File: src/rtl/datapath_pkg.sv
// Shared definitions for the execution datapath and the control-word FSMs that drive it.
// Latency: n/a (types, constants and a combinational opcode decoder only).
// Backpressure: n/a.
package datapath_pkg;

    // Default widths shared by the datapath and its sequencers
    localparam int DP_BIT_WIDTH    = 16;
    localparam int DP_OPCODE_WIDTH = 8;
    localparam int DP_FLAG_WIDTH   = 5;
    localparam int DP_SEL_WIDTH    = 4;

    // Bit positions inside the Flags word
    localparam int FLAG_C = 4;
    localparam int FLAG_Z = 3;
    localparam int FLAG_F = 2;
    localparam int FLAG_L = 1;
    localparam int FLAG_N = 0;

    // Register-register opcodes (immediate forms carry the class in the upper nibble)
    localparam logic [7:0] OP_NOP  = 8'b0000_0000;
    localparam logic [7:0] OP_AND  = 8'b0000_0001;
    localparam logic [7:0] OP_OR   = 8'b0000_0010;
    localparam logic [7:0] OP_XOR  = 8'b0000_0011;
    localparam logic [7:0] OP_NOT  = 8'b0000_0100;
    localparam logic [7:0] OP_ADD  = 8'b0000_0101;
    localparam logic [7:0] OP_ADDU = 8'b0000_0110;
    localparam logic [7:0] OP_ADDC = 8'b0000_0111;
    localparam logic [7:0] OP_SUB  = 8'b0000_1001;
    localparam logic [7:0] OP_CMP  = 8'b0000_1011;
    localparam logic [7:0] OP_LSH  = 8'b1000_0100;
    localparam logic [7:0] OP_ARSH = 8'b1000_0110;
    localparam logic [7:0] OP_RSH  = 8'b1000_1000;

    // Representative immediate encodings (low bits are don't-care)
    localparam logic [7:0] OP_ANDI  = 8'b0001_0000;
    localparam logic [7:0] OP_ORI   = 8'b0010_0000;
    localparam logic [7:0] OP_XORI  = 8'b0011_0000;
    localparam logic [7:0] OP_ADDI  = 8'b0101_0000;
    localparam logic [7:0] OP_ADDUI = 8'b0110_0000;
    localparam logic [7:0] OP_ADDCI = 8'b0111_0000;
    localparam logic [7:0] OP_SUBI  = 8'b1001_0000;
    localparam logic [7:0] OP_CMPI  = 8'b1011_0000;
    localparam logic [7:0] OP_LSHI  = 8'b1000_0000;
    localparam logic [7:0] OP_ARSHI = 8'b1000_0010;
    localparam logic [7:0] OP_RSHI  = 8'b1000_1010;

    // Operation class after decode; register and immediate forms collapse together
    typedef enum logic [3:0] {
        OPC_NOP,
        OPC_ADD,
        OPC_ADDU,
        OPC_ADDC,
        OPC_SUB,
        OPC_CMP,
        OPC_AND,
        OPC_OR,
        OPC_XOR,
        OPC_NOT,
        OPC_LSH,
        OPC_ARSH,
        OPC_RSH,
        OPC_UNDEF
    } op_class_e;

    // Map a raw opcode onto its operation class; unlisted encodings are OPC_UNDEF
    function automatic op_class_e decode_opcode(input logic [7:0] opc);
        op_class_e cls;
        cls = OPC_UNDEF;
        casez (opc)
            8'b0000_0000:              cls = OPC_NOP;
            8'b0000_0001, 8'b0001_????: cls = OPC_AND;
            8'b0000_0010, 8'b0010_????: cls = OPC_OR;
            8'b0000_0011, 8'b0011_????: cls = OPC_XOR;
            8'b0000_0100:              cls = OPC_NOT;
            8'b0000_0101, 8'b0101_????: cls = OPC_ADD;
            8'b0000_0110, 8'b0110_????: cls = OPC_ADDU;
            8'b0000_0111, 8'b0111_????: cls = OPC_ADDC;
            8'b0000_1001, 8'b1001_????: cls = OPC_SUB;
            8'b0000_1011, 8'b1011_????: cls = OPC_CMP;
            8'b1000_0100, 8'b1000_000?: cls = OPC_LSH;
            8'b1000_0110, 8'b1000_001?: cls = OPC_ARSH;
            8'b1000_100?, 8'b1000_101?: cls = OPC_RSH;
            default:                   cls = OPC_UNDEF;
        endcase
        return cls;
    endfunction

endpackage

File: src/rtl/datapath_exec_unit_alu.sv
// Combinational ALU: result, candidate flag values, flag-update mask and write permission.
// Latency: zero (purely combinational).
// Backpressure: none; evaluates whatever control word is presented.
module alu_core
    import datapath_pkg::*;
#(
    parameter int BIT_WIDTH    = DP_BIT_WIDTH,
    parameter int OPCODE_WIDTH = DP_OPCODE_WIDTH,
    parameter int FLAG_WIDTH   = DP_FLAG_WIDTH
) (
    input  logic [BIT_WIDTH-1:0]    i_a,
    input  logic [BIT_WIDTH-1:0]    i_b,
    input  logic [OPCODE_WIDTH-1:0] i_opcode,
    input  logic                    i_c_in,
    output logic [BIT_WIDTH-1:0]    o_result,
    output logic [FLAG_WIDTH-1:0]   o_flag_next,
    output logic [FLAG_WIDTH-1:0]   o_flag_mask,
    output logic                    o_wr_allow
);

    localparam int MSB = BIT_WIDTH - 1;
    localparam int SHW = $clog2(BIT_WIDTH);

    op_class_e            w_cls;
    logic [BIT_WIDTH:0]   w_add_sum;
    logic [BIT_WIDTH:0]   w_sub_diff;
    logic                 w_add_ovf;
    logic                 w_sub_ovf;
    logic                 w_carry_used;
    logic [SHW-1:0]       w_shamt;
    logic [BIT_WIDTH-1:0] w_arsh;
    logic                 w_is_cmp;
    logic                 w_c;
    logic                 w_f;

    assign w_cls        = decode_opcode(i_opcode);
    // Only the ADDC family folds the stored carry into the sum
    assign w_carry_used = (w_cls == OPC_ADDC) & i_c_in;
    assign w_add_sum    = {1'b0, i_a} + {1'b0, i_b} + {{BIT_WIDTH{1'b0}}, w_carry_used};
    // Bit BIT_WIDTH of the difference is the borrow, i.e. unsigned A < B
    assign w_sub_diff   = {1'b0, i_a} - {1'b0, i_b};
    assign w_add_ovf    = (i_a[MSB] == i_b[MSB]) && (w_add_sum[MSB] != i_a[MSB]);
    assign w_sub_ovf    = (i_a[MSB] != i_b[MSB]) && (w_sub_diff[MSB] != i_a[MSB]);
    assign w_shamt      = i_b[SHW-1:0];
    assign w_arsh       = $unsigned($signed(i_a) >>> w_shamt);

    // Select the result and decide which flags this operation is allowed to touch
    always_comb begin
        o_result    = '0;
        o_flag_mask = '0;
        o_wr_allow  = 1'b0;
        w_is_cmp    = 1'b0;
        w_c         = 1'b0;
        w_f         = 1'b0;
        case (w_cls)
            OPC_ADD, OPC_ADDC: begin
                o_result            = w_add_sum[MSB:0];
                w_c                 = w_add_sum[BIT_WIDTH];
                w_f                 = w_add_ovf;
                o_flag_mask[FLAG_C] = 1'b1;
                o_flag_mask[FLAG_F] = 1'b1;
                o_wr_allow          = 1'b1;
            end
            OPC_ADDU: begin
                o_result            = w_add_sum[MSB:0];
                w_c                 = w_add_sum[BIT_WIDTH];
                o_flag_mask[FLAG_C] = 1'b1;
                o_wr_allow          = 1'b1;
            end
            OPC_SUB: begin
                o_result            = w_sub_diff[MSB:0];
                w_c                 = w_sub_diff[BIT_WIDTH];
                w_f                 = w_sub_ovf;
                o_flag_mask[FLAG_C] = 1'b1;
                o_flag_mask[FLAG_F] = 1'b1;
                o_wr_allow          = 1'b1;
            end
            OPC_CMP: begin
                o_result            = w_sub_diff[MSB:0];
                w_is_cmp            = 1'b1;
                o_flag_mask[FLAG_L] = 1'b1;
            end
            OPC_AND: begin
                o_result   = i_a & i_b;
                o_wr_allow = 1'b1;
            end
            OPC_OR: begin
                o_result   = i_a | i_b;
                o_wr_allow = 1'b1;
            end
            OPC_XOR: begin
                o_result   = i_a ^ i_b;
                o_wr_allow = 1'b1;
            end
            OPC_NOT: begin
                o_result   = ~i_a;
                o_wr_allow = 1'b1;
            end
            OPC_LSH: begin
                o_result   = i_a << w_shamt;
                o_wr_allow = 1'b1;
            end
            OPC_ARSH: begin
                o_result   = w_arsh;
                o_wr_allow = 1'b1;
            end
            OPC_RSH: begin
                o_result   = i_a >> w_shamt;
                o_wr_allow = 1'b1;
            end
            default: begin
                o_result = '0;
            end
        endcase

        // Every defined non-NOP operation refreshes Z and N
        if (w_cls != OPC_NOP && w_cls != OPC_UNDEF) begin
            o_flag_mask[FLAG_Z] = 1'b1;
            o_flag_mask[FLAG_N] = 1'b1;
        end

        o_flag_next         = '0;
        o_flag_next[FLAG_C] = w_c;
        o_flag_next[FLAG_F] = w_f;
        o_flag_next[FLAG_L] = w_sub_diff[BIT_WIDTH];
        o_flag_next[FLAG_Z] = w_is_cmp ? (i_a == i_b) : (o_result == '0);
        o_flag_next[FLAG_N] = w_is_cmp ? ($signed(i_a) < $signed(i_b)) : o_result[MSB];
    end

endmodule

File: src/rtl/datapath_exec_unit.sv
// Execution datapath: 2^SEL_WIDTH register file, operand muxes, ALU and registered Flags.
// Latency: Result combinational; register writes and Flags visible one edge later.
// Backpressure: none; a control word is executed every cycle. Optional debug read port under DATAPATH_DEBUG_PORT_EN.
module datapath_exec_unit
    import datapath_pkg::*;
#(
    parameter int BIT_WIDTH    = DP_BIT_WIDTH,
    parameter int OPCODE_WIDTH = DP_OPCODE_WIDTH,
    parameter int FLAG_WIDTH   = DP_FLAG_WIDTH,
    parameter int SEL_WIDTH    = DP_SEL_WIDTH
) (
    input  logic                    Clk,
    input  logic                    Rst,
`ifdef DATAPATH_DEBUG_PORT_EN
    input  logic [SEL_WIDTH-1:0]    Dbg_sel,
    output logic [BIT_WIDTH-1:0]    Dbg_data,
`endif
    input  logic [SEL_WIDTH-1:0]    Rsrc_mux_sel,
    input  logic [SEL_WIDTH-1:0]    Rdest_mux_sel,
    input  logic                    Imm_mux_sel,
    input  logic [BIT_WIDTH-1:0]    Imm_val,
    input  logic [OPCODE_WIDTH-1:0] Opcode,
    input  logic [BIT_WIDTH-1:0]    Reg_File_En,
    output logic [FLAG_WIDTH-1:0]   Flags,
    output logic [BIT_WIDTH-1:0]    Result
);

    localparam int REG_COUNT = 2 ** SEL_WIDTH;

    logic [BIT_WIDTH-1:0]  r_regs [REG_COUNT];
    logic [FLAG_WIDTH-1:0] r_flags;

    logic [BIT_WIDTH-1:0]  w_a;
    logic [BIT_WIDTH-1:0]  w_b;
    logic [BIT_WIDTH-1:0]  w_result;
    logic [FLAG_WIDTH-1:0] w_flag_next;
    logic [FLAG_WIDTH-1:0] w_flag_mask;
    logic                  w_wr_allow;

    // Operand A is always the destination; B is the immediate or the source register
    assign w_a = r_regs[Rdest_mux_sel];
    assign w_b = Imm_mux_sel ? Imm_val : r_regs[Rsrc_mux_sel];

    alu_core #(
        .BIT_WIDTH    (BIT_WIDTH),
        .OPCODE_WIDTH (OPCODE_WIDTH),
        .FLAG_WIDTH   (FLAG_WIDTH)
    ) u_alu (
        .i_a         (w_a),
        .i_b         (w_b),
        .i_opcode    (Opcode),
        .i_c_in      (r_flags[FLAG_C]),
        .o_result    (w_result),
        .o_flag_next (w_flag_next),
        .o_flag_mask (w_flag_mask),
        .o_wr_allow  (w_wr_allow)
    );

    // Register file: every enabled register takes the result, so several bits broadcast
    always_ff @(posedge Clk or negedge Rst) begin
        if (!Rst) begin
            for (int i = 0; i < REG_COUNT; i++) begin
                r_regs[i] <= '0;
            end
        end else if (w_wr_allow) begin
            for (int i = 0; i < REG_COUNT; i++) begin
                if (Reg_File_En[i] == 1'b1) begin
                    r_regs[i] <= w_result;
                end
            end
        end
    end

    // Flags: masked bits take the new value, the rest hold for the FSM's branch test
    always_ff @(posedge Clk or negedge Rst) begin
        if (!Rst) begin
            r_flags <= '0;
        end else begin
            r_flags <= (w_flag_next & w_flag_mask) | (r_flags & ~w_flag_mask);
        end
    end

    assign Flags  = r_flags;
    assign Result = w_result;

`ifdef DATAPATH_DEBUG_PORT_EN
    // Read-only peek into the register file; does not influence execution
    assign Dbg_data = r_regs[Dbg_sel];
`else
    // Debug read port not built.
`endif

endmodule

File: config.mk
export PLATFORM = sky130hd
export DESIGN_NAME = datapath_exec_unit
export DESIGN_NICKNAME = d
export VERILOG_FILES = /design/src/rtl/datapath_pkg.sv /design/src/rtl/datapath_exec_unit_alu.sv /design/src/rtl/datapath_exec_unit.sv
export SDC_FILE = /design/constraint.sdc
export NUM_CORES = 1
export LEC_CHECK = 0
export CORE_MARGIN = 3
export CORE_UTILIZATION = 35
export CTS_CLUSTER_SIZE = 30
export DETAILED_ROUTE_END_ITERATION = 16
export GPL_ROUTABILITY_DRIVEN = 0
export GPL_TIMING_DRIVEN = 0
export PLACE_DENSITY_LB_ADDON = 0.05
export SLEW_MARGIN = 40
export SYNTH_ARGS = -nofsm -noshare
export SYNTH_HDL_FRONTEND = slang
export SYNTH_SLANG_ARGS = --single-unit
export TNS_END_PERCENT = 5
File: constraint.sdc
create_clock -name Clk -period 15.8 [get_ports Clk]
set_input_delay 3.95 -clock Clk [delete_from_list [all_inputs] [get_ports Clk]]
set_output_delay 3.95 -clock Clk [all_outputs]
set_load 0.02 [all_outputs]
==> flow_summary_export.csv <==
group,metric,value,unit
pwr,netSwitchingFraction,45.0,%
die,core,0.0502,sq mm
critical_path,r2r-start,"r_regs[18]",
die,dieArea,0.0536,sq mm
critical_path,critPathKind,"in -> out",
finish,seq_area,0.00653,sq mm
clocking,clkLatencyLatePin,0.58,ns
synthesis,ys.flop_type,"dfrtp_1",
route,drt_iter0_markers,1421,
critical_path,required,11.85,ns
finish,largestRegisters,"r_regs: 256 flops",
die,start_util,35.5,%
status,status,"complete, no violations",
synthesis,ys_warn_count,0,
sta,timing_hold_violations_final,0,
grt,antenna_found_initial,0,
synthesis,ys_types,92,
synthesis,syn_inst,1813,
route,drc,0,
route,drtPass1Iterations,6,
finish,nFillCells,4903,
finish,top_register,"r_regs",
critical_path,crit_path_max_incr_delay,0.64,ns
pwr,p_leak,0.00851,uW
synthesis,avgSynthCellArea,9.83,sq um
critical_path,path_buf_inv,7,
clocking,cts_root_buffer,"clkbuf_16",
grt,grt_usage,26.2,%
synthesis,ys_ff_latch,261,
finish,design_area,0.0206,sq mm
synthesis,mappedNetlistArea,0.0178,sq mm
route,wl_per_cell,27.1,microns
synthesis,syn-num-nets,1916,
sta,grt_setup_unrepaired,"false",
die,ios,72,
route,vias,15600,
pwr,clkPwrFrac,18.5,%
sta,fin_skew,0.0147,ns
sta,drv_slew,0,
min_path,min_path_type,"reg -> reg",
clocking,holdBufCountCts,0,
die,die_y,232,microns
pwr,powerDensity,201,mW/mm^2
sta,slew-limit-headroom,39.1,%
critical_path,crit_path_start_kind,"input port",
route,drt-total-wl,70.6,mm
critical_path,crit_chain,"clkdlybuf4s50_1 > buf_2 > mux4_2 > a22o_1 > or2_1 > clkbuf_1 > clkbuf_1 > ha_1 > and2_1 > a221o_1 > a21o_1 > a21oi_1 > o221a_2 > o21ai_0 > o41ai_1 > mux2i_1 > and2_1 > nor3_4 > buf_2 > inv_1 > clkdlybuf4s50_1",
pwr,power.total,4140,uW
finish,largest_reg_flops,256,
critical_path,end_kind,"output port",
pwr,p_int,2270,uW
clocking,cts.sinks,261,
finish,drive_gt1_share,16.2,%
finish,areaGrowthSynthToFinish,15.4,%
place,dp_hpwl,55.4,mm
grt,grt_pass1_vias,15300,
synthesis,synth_async_sr_flop_share,100,%
finish,mostFrequentLayoutCells,"326 x nand2_1, 261 x dfrtp_1, 224 x o21ai_0, 153 x mux4_2, 105 x clkbuf_1",
die,rows,82,
critical_path,cp_data_arrival_time,11.53,ns
clocking,clock_path_buffers,3,
finish,fin_nets,2017,
grt,overflow,0,
clocking,cts_tree,"done",
synthesis,synth-edff-count,0,
place,place_area,0.0195,sq mm
sta,fin_crit_sh,98.0,%
pwr,p_comb_share,52.7,%
pwr,switchingPower,1860,uW
finish,diodes,0,
critical_path,crit_start,"Rsrc_mux_sel[2]",
finish,multi_input_area,0.0105,sq mm
place,portBuffers,64,
sta,period_minus_slack,15.48,ns
clocking,numCtsBuffers,31,
clocking,htreeDepth,1,
sta,setup_viol,0,
route,avgViaCountPerCell,5.99,
sta,fin_ws,0.321,ns
clocking,post_cts_buffers,0,
synthesis,ys_seq_area_share,36.7,%
pwr,p_seq_share,28.8,%
run,drv_cap,0,
clocking,clk_pin_slew,0.06,ns
sta,max_freq,64.6,MHz
clocking,cts.repair.resized,0,
critical_path,crit_family,"buffers and inverters",
sta,whs,0.483,ns
pwr,vdd_drop_max,0.000103,V
critical_path,slowest_stage,"o41ai_1",
grt,grt_max_degree,73,
grt,grt_pass1_wl,104,mm
route,postRouteAntennaNets,0,
critical_path,worst-path-max-fanout,11,
die,die_x,232,microns
finish,final_common_cell,"nand2_1",
place,post-place-ws,0.234,ns
sta,worstMarginPinSlew,0.901,ns
==> area by class of cell <==
| cell class | instances | area share [%] |
|---|---|---|
| plain buffers | 151 | 3.28 |
| repair buffers | 69 | 3.61 |
| clock inverters | 11 | 0.925 |
| multi-input cells | 1337 | 50.9 |
| well taps | 672 | 4.09 |
| clock buffers | 45 | 4.32 |
| flip-flops and latches | 261 | 31.8 |
| inverters | 63 | 1.15 |
==> synthesized netlist by cell type (all sizes together), types with 18 or more instances <==
cell      n  area (sq um)
nand2   329          1240
nor3     18           105
dfrtp   261          6530
mux4    153          3450
a21oi    61           305
nor2     67           251
ha       49           613
o221ai   18           158
mux2i    33           334
nand3    67           360
inv      61           229
buf      47           267
o21ai   306          1560
clkbuf  105           394
==> worst paths after layout <==
kind                               to  slack (ns)  cells after the start
max                        Result[15]        0.32                     21
min                         flip-flop        0.48                      2
max reg2reg                 flip-flop        9.00                     17
min reg2reg                 flip-flop        0.48                      2
max in group asynchronous  r_regs[16]       11.36                      3
min in group asynchronous   async pin        3.30                      1
==> per-stage QoR <==
| stage | util, % | setup TNS (ns) | cells |
|---|---|---|---|
| 2_1_floorplan | - | 0 | 1813 |
| 3_3_place_gp | 38.5 | -285.21 | 2549 |
| 3_5_place_dp | 38.8 | 0 | 2553 |
| 4_1_cts | 40.9 | 0 | 2609 |
| 5_1_grt | 41.0 | 0 | 2609 |
| 6_report | 41.0 | 0 | 2609 |
==> power by group through the flow <==
stage	logic [uW]	registers, uW	clock network [uW]
after CTS	2140	1180	783
after detailed placement	2140	1190	0
after global placement	2100	1180	0
after global routing	2350	1230	807
after floorplan	1400	1120	0
final	2180	1190	767
==> logic make-up after synthesis <==
kind of cell | count (synthesis) | synth area share (%)
adders and majority gates | 52 | 3.78
AOI/OAI and AO/OA | 533 | 18.6
muxes | 190 | 21.5
DFF | 261 | 36.7
xor gates and xnor gates | 8 | 0.393
buffers and inverters | 215 | 5.04
and+or+nand+nor | 554 | 14.0
==> worst register-to-register path, cell delays in order (launching register included) <==
cell,delay (ns)
dfrtp_1,0.40
mux4_2,0.52
mux4_2,0.56
mux2i_2,0.41
clkbuf_1,0.54
ha_1,0.21
clkbuf_1,0.28
o21bai_1,0.17
a221o_1,0.36
a311o_1,0.37
a2111oi_1,0.66
o41ai_1,0.23
a221oi_1,0.32
a21oi_1,0.13
nor4_4,0.67
nand4_1,0.24
nor4_2,0.35
a31o_1,0.29
==> metal layers <==
layer | global-route usage [%] | vias up | wire length [microns]
li1 | - | 6947 | -
met1 | 34.8 | 7889 | 29500
met2 | 43.5 | 636 | 34000
met3 | 3.44 | 148 | 3860
met4 | 10.5 | 0 | 3210
met5 | 0 | - | 0
Note: power is estimated with default switching activity, not from simulation.
